**config.mk**
```make
export PLATFORM = sky130hd
export DESIGN_NAME = cloud_scroller
export DESIGN_NICKNAME = d
export VERILOG_FILES = /design/src/rtl/cloud_scroller.sv
export SDC_FILE = /design/constraint.sdc
export NUM_CORES = 1
export LEC_CHECK = 0
export BUFFER_PORTS_ARGS = -buffer_cell sky130_fd_sc_hd__clkbuf_2
export CORE_ASPECT_RATIO = 1.4
export CORE_MARGIN = 2
export CORE_UTILIZATION = 45
export CTS_CLUSTER_SIZE = 12
export DETAILED_ROUTE_END_ITERATION = 6
export GPL_ROUTABILITY_DRIVEN = 0
export PLACE_DENSITY = 0.68
export SETUP_SLACK_MARGIN = 0.3
export SKIP_CTS_REPAIR_TIMING = 1
export SYNTH_ARGS = -nofsm -noshare
export SYNTH_HDL_FRONTEND = slang
export SYNTH_SLANG_ARGS = --single-unit
```
**constraint.sdc**
```tcl
create_clock -name clk -period 7.85 [get_ports clk]
set_clock_uncertainty 0.15 [all_clocks]
set_input_delay 0.3925 -clock clk [delete_from_list [all_inputs] [get_ports clk]]
set_output_delay 0.3925 -clock clk [all_outputs]
set_load 0.01 [all_outputs]
```
**src/rtl/cloud_scroller.sv**
```systemverilog
// Three-cloud horizontal scroller: positions step left once per FRAME_DIV
// counted frame ticks, updating one cloud per clock in a short sequence.
module cloud_scroller #(
  parameter int SCREEN_W  = 640,
  parameter int CLOUD_W   = 50,
  parameter int FRAME_DIV = 2,
  parameter int INIT_X0   = 100,
  parameter int INIT_X1   = 320,
  parameter int INIT_X2   = 540,
  parameter int INIT_Y0   = 40,
  parameter int INIT_Y1   = 80,
  parameter int INIT_Y2   = 60,
  parameter int UPPER_MIN = 20,
  parameter int UPPER_MAX = 140
) (
  input  logic       clk,
  input  logic       rst,
  input  logic       frame_tick,
  input  logic       run,
  input  logic [2:0] speed,
  output logic [9:0] left0,
  output logic [9:0] upper0,
  output logic [9:0] left1,
  output logic [9:0] upper1,
  output logic [9:0] left2,
  output logic [9:0] upper2,
  output logic       busy,
  output logic       done,
  output logic [2:0] wrap
);

  localparam logic [1:0] IDLE = 2'd0;
  localparam logic [1:0] UPD0 = 2'd1;
  localparam logic [1:0] UPD1 = 2'd2;
  localparam logic [1:0] UPD2 = 2'd3;

  localparam logic [9:0] SW     = 10'(SCREEN_W);
  localparam logic [9:0] LAST_X = 10'(SCREEN_W - 1);
  localparam logic [9:0] HID_X  = 10'(1024 - CLOUD_W);
  localparam logic [9:0] UMAX   = 10'(UPPER_MAX);
  localparam logic [9:0] SPAN   = 10'(UPPER_MAX - UPPER_MIN + 1);
  localparam logic [3:0] DIV_LAST = 4'(FRAME_DIV - 1);

  logic [1:0] state;
  logic [3:0] div;
  logic [2:0] spd;

  logic [9:0] cur_l;
  logic [9:0] cur_u;
  logic [9:0] nxt_l;
  logic [9:0] sum_u;
  logic [9:0] nxt_u;
  logic       hit;

  assign busy = (state != IDLE);

  always_comb begin
    cur_l = left0;
    cur_u = upper0;
    unique case (1'b1)
      (state == UPD1): begin
        cur_l = left1;
        cur_u = upper1;
      end
      (state == UPD2): begin
        cur_l = left2;
        cur_u = upper2;
      end
      default: begin
        cur_l = left0;
        cur_u = upper0;
      end
    endcase
    nxt_l = cur_l - {7'd0, spd};
    // Hidden band: fully off both edges, so the cloud re-enters on the right
    hit   = (nxt_l >= SW) && (nxt_l <= HID_X);
    sum_u = cur_u + 10'd23;
    nxt_u = (sum_u > UMAX) ? (sum_u - SPAN) : sum_u;
  end

  always_ff @(posedge clk or posedge rst) begin
    if (rst) begin
      state  <= IDLE;
      div    <= '0;
      spd    <= '0;
      done   <= 1'b0;
      wrap   <= '0;
      left0  <= 10'(INIT_X0);
      left1  <= 10'(INIT_X1);
      left2  <= 10'(INIT_X2);
      upper0 <= 10'(INIT_Y0);
      upper1 <= 10'(INIT_Y1);
      upper2 <= 10'(INIT_Y2);
    end else begin
      done <= 1'b0;
      wrap <= '0;
      unique case (1'b1)
        (state == IDLE): begin
          if (frame_tick && run) begin
            if (div == DIV_LAST) begin
              div   <= '0;
              spd   <= speed;
              state <= UPD0;
            end else begin
              div <= div + 4'd1;
            end
          end
        end
        (state == UPD0): begin
          state   <= UPD1;
          left0   <= hit ? LAST_X : nxt_l;
          wrap[0] <= hit;
          if (hit) upper0 <= nxt_u;
        end
        (state == UPD1): begin
          state   <= UPD2;
          left1   <= hit ? LAST_X : nxt_l;
          wrap[1] <= hit;
          if (hit) upper1 <= nxt_u;
        end
        default: begin
          state   <= IDLE;
          done    <= 1'b1;
          left2   <= hit ? LAST_X : nxt_l;
          wrap[2] <= hit;
          if (hit) upper2 <= nxt_u;
        end
      endcase
    end
  end

endmodule
```
=== After elaboration in Yosys (flattened, before gate mapping) ===
Index checks and enable logic that the tools add are counted.

* Register bits after elaboration: 73
* Output and inout bits: 65
* Word-level logic and storage cells: 48
* Bits of input ports: 7

* Bitwise gates (word level): 1
* Add/sub/neg operators: 4
* Magnitude comparators: 3
* Reductions and logical operators: 11
* Muxes and demuxes: 12
* Equality and inequality tests: 6

{| class="wikitable"
|+ Operators with widths
! operator !! number
|-
| 10-bit case mux with 2 select lines || 2
|-
| 10-bit 2-to-1 mux || 2
|-
| 10-bit by 5-bit adder with 10-bit output (second input constant) || 1
|-
| 10-bit greater-or-equal comparator (second input constant) || 1
|-
| 10-bit by 8-bit greater-than comparator with 1-bit output (second input constant) || 1
|-
| 10-bit less-or-equal comparator (second input constant) || 1
|-
| 2-bit AND reduction || 5
|-
| 10-bit by 3-bit subtractor with 10-bit output || 1
|-
| 10-bit by 7-bit subtractor with 10-bit output (second input constant) || 1
|-
| 2-bit case mux with 3 select lines || 1
|-
| 4-bit by 1-bit adder with 4-bit output (second input constant) || 1
|-
| 2-bit equality test (second input constant) || 2
|-
| 4-bit by 1-bit equality test with 1-bit output (second input constant) || 1
|-
| 1-bit 2-to-1 mux || 4
|-
| 2-bit 2-to-1 mux || 2
|-
| 4-bit 2-to-1 mux || 1
|-
| 2-bit by 1-bit != test with 1-bit output (second input constant) || 2
|-
| 3-bit AND reduction || 1
|-
| 3-bit OR reduction || 1
|-
| 2-bit by 1-bit equality test with 1-bit output (second input constant) || 1
|-
| 1-bit logical AND || 2
|-
| 2-bit logical NOT || 1
|-
| 2-bit nonzero test || 1
|-
| 1-bit inverter || 1
|}

=== Logic depth before layout (Yosys ltp) ===
* Depth in word-level cells: 6
* Depth in mapped cells: 19
* Depth with buffers taken out: 14

=== Worst setup path after synthesis ===
OpenSTA, ideal clock, no wires.

* Path kind: reg-to-reg
* From: register state[0]
* To: register upper0[0]
* Library setup time: 0.125 ns
* Path buffers: 5
* Setup slack: 3.540 ns
* Data required time: 7.575 ns
* Stages on the path, launching flop included: 20
* Clock period less this slack: 4.310 ns
* Arrival: 4.035 ns
* Cell sequence: dfrtp_1 -> inv_1 -> ha_1 -> buf_6 -> buf_4 -> clkbuf_1 -> a22o_1 -> a21oi_1 -> ha_1 -> fa_1 -> xor2_1 -> nor3_1 -> mux2i_1 -> nand3_1 -> a31oi_1 -> or4_1 -> buf_2 -> and3_4 -> buf_6 -> mux2_4

* Longest elaborated chain between the ends: 6
* Elaborated cells on any way between the ends: 14
* Classes of those cells: 3 x add/sub; 3 x order compare; 3 x eq/ne; 3 x mux; 2 x reduce/logical

{| class="wikitable"
|+ Ends and longest elaborated chain
! element !! RTL line !! source
|-
| from (decl) || 44 || <nowiki>logic [1:0] state;</nowiki>
|-
| from (signal assigned) || 83 || <nowiki>state <= IDLE;</nowiki>
|-
| from (signal assigned) || 103 || <nowiki>state <= UPD0;</nowiki>
|-
| from (signal assigned) || 110 || <nowiki>state <= UPD1;</nowiki>
|-
| 2-bit equality test, on equally long branches || 65, 61 ||
|-
| 10-bit case mux with 2 select lines || 60 || <nowiki>unique case (1'b1)</nowiki>
|-
| 10-bit by 3-bit subtractor with 10-bit output || 74 || <nowiki>nxt_l = cur_l - {7'd0, spd};</nowiki>
|-
| 10-bit greater-or-equal comparator or 10-bit less-or-equal comparator (tied branches) || 76 || <nowiki>hit = (nxt_l >= SW) && (nxt_l <= HID_X);</nowiki>
|-
| 1-bit logical AND || 76 ||
|-
| 2-bit AND reduction (no line) || n/a ||
|-
| to (signal assigned) || 91 || <nowiki>upper0 <= 10'(INIT_Y0);</nowiki>
|-
| to (signal assigned) || 113 || <nowiki>if (hit) upper0 <= nxt_u;</nowiki>
|-
| to (decl) || 22 || <nowiki>output logic [9:0] upper0,</nowiki>
|}

Parallel ways exist; a longest one is shown, timed or not.
A chain may end at the register's enable or synchronous reset.

=== Final worst setup path ===
* From: register state[0]
* To: register upper1[1]

* Longest elaborated chain between the ends: 6
* Elaborated cells on any way between the ends: 13
* Classes of those cells: 3 x add/sub; 3 x order compare; 2 x eq/ne; 3 x mux; 2 x reduce/logical

{| class="wikitable"
|+ Ends and longest elaborated chain
! element !! RTL line !! source
|-
| 2-bit equality test, on equally long branches || 65, 61, 115 ||
|-
| 10-bit case mux with 2 select lines || 60 ||
|-
| 10-bit by 3-bit subtractor with 10-bit output || 74 ||
|-
| 10-bit greater-or-equal comparator or 10-bit less-or-equal comparator (tied branches) || 76 ||
|-
| 1-bit logical AND || 76 ||
|-
| 2-bit AND reduction (no line) || n/a ||
|-
| to (signal assigned) || 92 || <nowiki>upper1 <= 10'(INIT_Y1);</nowiki>
|-
| to (signal assigned) || 119 || <nowiki>if (hit) upper1 <= nxt_u;</nowiki>
|-
| to (decl) || 24 || <nowiki>output logic [9:0] upper1,</nowiki>
|}

Parallel ways exist; a longest one is shown, timed or not.

==> summary.md <==
| Metric | Value |
|---|---|
| Crit path DAT | around 5300 ps |
| CP Max Fanout | 23 |
| Post-synth top cells | dfrtp_1 (56), nor2_1 (41), a21oi_1 (32) |
| Largest net degree at the start of global routing | 74 |
| Row count | a little over 40 |
| Final hold violations | 0 |
| Crit share post-route | about two thirds |
| Post-Route M1 WL | 3730 um |
| DR vias | around 3.1k |
| Mapped Area | about 0.0042 mm2 |
| WHS | between 100 and 150 ps |
| Area growth from synthesis to layout | 16.4% |
| Worst slew pin tran | approximately 1100 ps |
| Layout Nets | 456 |
| CTS tree | built |
| Worst-Skew Late Latency | approximately 340 ps |
| Yosys top cell area share | about a third |
| Bufs on Longest Clock Path | 2 |
| Final Max Slew Viols | 0 |
| Startpoint types | flop |
| Setup TNS | 0 ps |
| Die footprint | approximately 0.010 mm2 |
| Post-synthesis cell count | between 300 and 400 |
| Wire length on met3 | ~310 um |
| Total Wirelength | about 9000 um |
| Period minus WS final | roughly 5200 ps |
| Reg2Reg Setup Slack | approximately 2700 ps |
| Top Metal Used | met4 |
| Mapped Avg Cell Area | around 11 um2 |
| Power Dens Cells | 478 mW/mm2 |
| Mapped Nets | approximately 400 |
| Seq cells post-synth | 73 |
| FMAX | 193 MHz |
| Max cap viols | 0 |
| Vias per cell | 5.62 |
| CTS H-tree lvls | 3 |
| First-pass GRT wire length | ~15000 um |
| Crit path to | upper1[1] |
| Post-synth top flop | dfrtp_1 |
| Critical path class | reg2reg |
| Max VDD drop | approximately 0.32 mV |
| CP Capture Type | flop |
| Top cell type by total area after synthesis | dfrtp_1 |
| CTS root buf | clkbuf_16 |
| Antenna Nets Post-Route | 0 |
| Top-count cell post-synth | dfrtp_1 |
| Post-DP HPWL | between 6000 and 7000 um |
| Clk pin slew, worst setup/hold paths | roughly 50 ps |
| Core Region | about 0.009 mm2 |
| Worst hold path type | in2reg |
| Async SR Flop Fraction | 100% |
| Vias in the first global route | between 3k and 4k |
| Crit. Startpoint | state[0] |
| Crit path required time | between 7000 and 8000 ps |
| Status | finished, final reports clean |
| Number of setup violations in the final report | 0 |
| Register-to-Register Path Depth | 13 |
| RSZ-0062 raised after global routing | false |
| Met2 wire len | slightly below 5000 um |
| Wirelength per Cell | roughly 16 um |
| Ant diodes | 0 |
| Leakage power | 0.00227 uW |
| Die height | around 120 um |
| Initial antenna violation count | 0 |
| CTS sink count | 73 |
| Horiz. Die Dim | roughly 85 um |
| Worst r2r src | state[0] |
| Post-synthesis sequential area ratio | between 40 and 50% |
| Number of port buffers | 71 |
| Gr usage total | about a fifth |
| Synth top area cells | dfrtp_1 (34%), dfstp_2 (11%), mux2_4 (10%), mux2_2 (4.1%), a22o_1 (4.0%) |
| Pre-antenna DRT Iters | 4 |
| Grt ovf | 0 |
| RR Endpoint | upper1[1] |
| Synth warnings | 0 |
| I/O pin cnt | just over 70 |
| Relative slew slack | about 24% |
| 1st-iter DRT viols | between 100 and 150 |
| CTS Buf Count | 9 |
| Cell variety after synth | 55 |
| Layout cells sized above 1 | a little under two fifths |
| Initial Util | a little under half |
| Post-synth EDFFs | 0 |
| Drt drc | 0 |
## cell families (layout without fill, tap and decap cells)
group	after synthesis	after routing	share of synthesized area, %
buffers and inverters	28	100	3.93
multiplexers	47	47	15.1
AND/OR/NAND/NOR	86	86	10.3
XOR/XNOR	21	21	4.59
flip-flops	73	73	44.4
AO/OA/AOI/OAI	101	101	17.6
adder cells (fa/ha/maj)	13	13	4.08
## through the flow
step                utilization, %  area [um2]  total power (uW)  std cells  worst slack (ps)
finish                        53.7        4850              2320        548              2660
floorplan                        -        4170              1610        369              3540
global placement              50.4        4550              1880        532              2770
detailed placement            50.4        4550              1920        532              2620
CTS                           53.7        4850              2340        548              2620
global route                  53.7        4850              2500        548              2230
## cell type report
| type | instances | area (um2) |
|---|---|---|
| flip-flops and latches | 73 | 1850 |
| multi-input cells | 268 | 2150 |
| well taps | 107 | 134 |
| clock buffers | 14 | 264 |
| repair buffers | 73 | 370 |
| clock inverters | 2 | 37.5 |
| fillers | 834 | 4180 |
| inverters | 11 | 41.3 |
## flip-flops by register name (all words and copies together) (netlist names)
signal  count
upper1     10
upper2     10
div         4
wrap        3
state       2
left2      10
upper0     10
left1      10
done        1
spd         3
left0      10
## worst max-delay path, stage by stage (launching register included)
cell and delay, ps:
dfrtp_1 420, ha_1 550, nor2_2 1000, a21oi_1 180
ha_1 250, fa_1 400, xor2_1 190, nor3_1 300
mux2i_1 120, nand3_1 100, a31oi_1 80, or4_1 670
and3_4 330, mux2_4 310
## where the power goes
part | internal, uW | switching [uW]
combinational | 508 | 761
clock | 264 | 147
sequential | 528 | 111
## how the worst min path moves through the flow
stage | from | to | depth (start not counted)
2_1_floorplan | div[0] | div[0] | 1
3_3_place_gp | div[0] | div[0] | 1
3_5_place_dp | div[0] | div[0] | 1
4_1_cts | speed[1] | spd[1] | 2
5_1_grt | speed[1] | spd[1] | 2
6_report | speed[2] | spd[2] | 2
## cells in the final DEF, fill, tap and decap left out, drive strengths merged, types with 2 or more instances in the layout
| cell type | count |
|---|---|
| a211oi | 3 |
| a21o | 8 |
| a21oi | 38 |
| a22o | 20 |
| a22oi | 2 |
| a31oi | 13 |
| and2 | 3 |
| and3 | 5 |
| buf | 2 |
| clkbuf | 85 |
| dfrtp | 56 |
| dfstp | 17 |
| ha | 12 |
| inv | 11 |
| mux2 | 43 |
| mux2i | 4 |
| nand2 | 12 |
| nand3 | 4 |
| nand3b | 2 |
| nand4 | 2 |
| nor2 | 42 |
| nor3 | 5 |
| nor3b | 2 |
| nor4 | 2 |
| o211ai | 2 |
| o21ai | 5 |
| o31ai | 2 |
| or3 | 2 |
| or4 | 2 |
| xnor2 | 17 |
| xor2 | 4 |
## metal layers
layer	up-vias	GRT usage, %
met4	0	7.14
met3	10	4.07
met5	-	0
li1	1487	-
met1	1524	21.9
met2	60	34.0
Note: power is estimated with default switching activity, not from simulation.
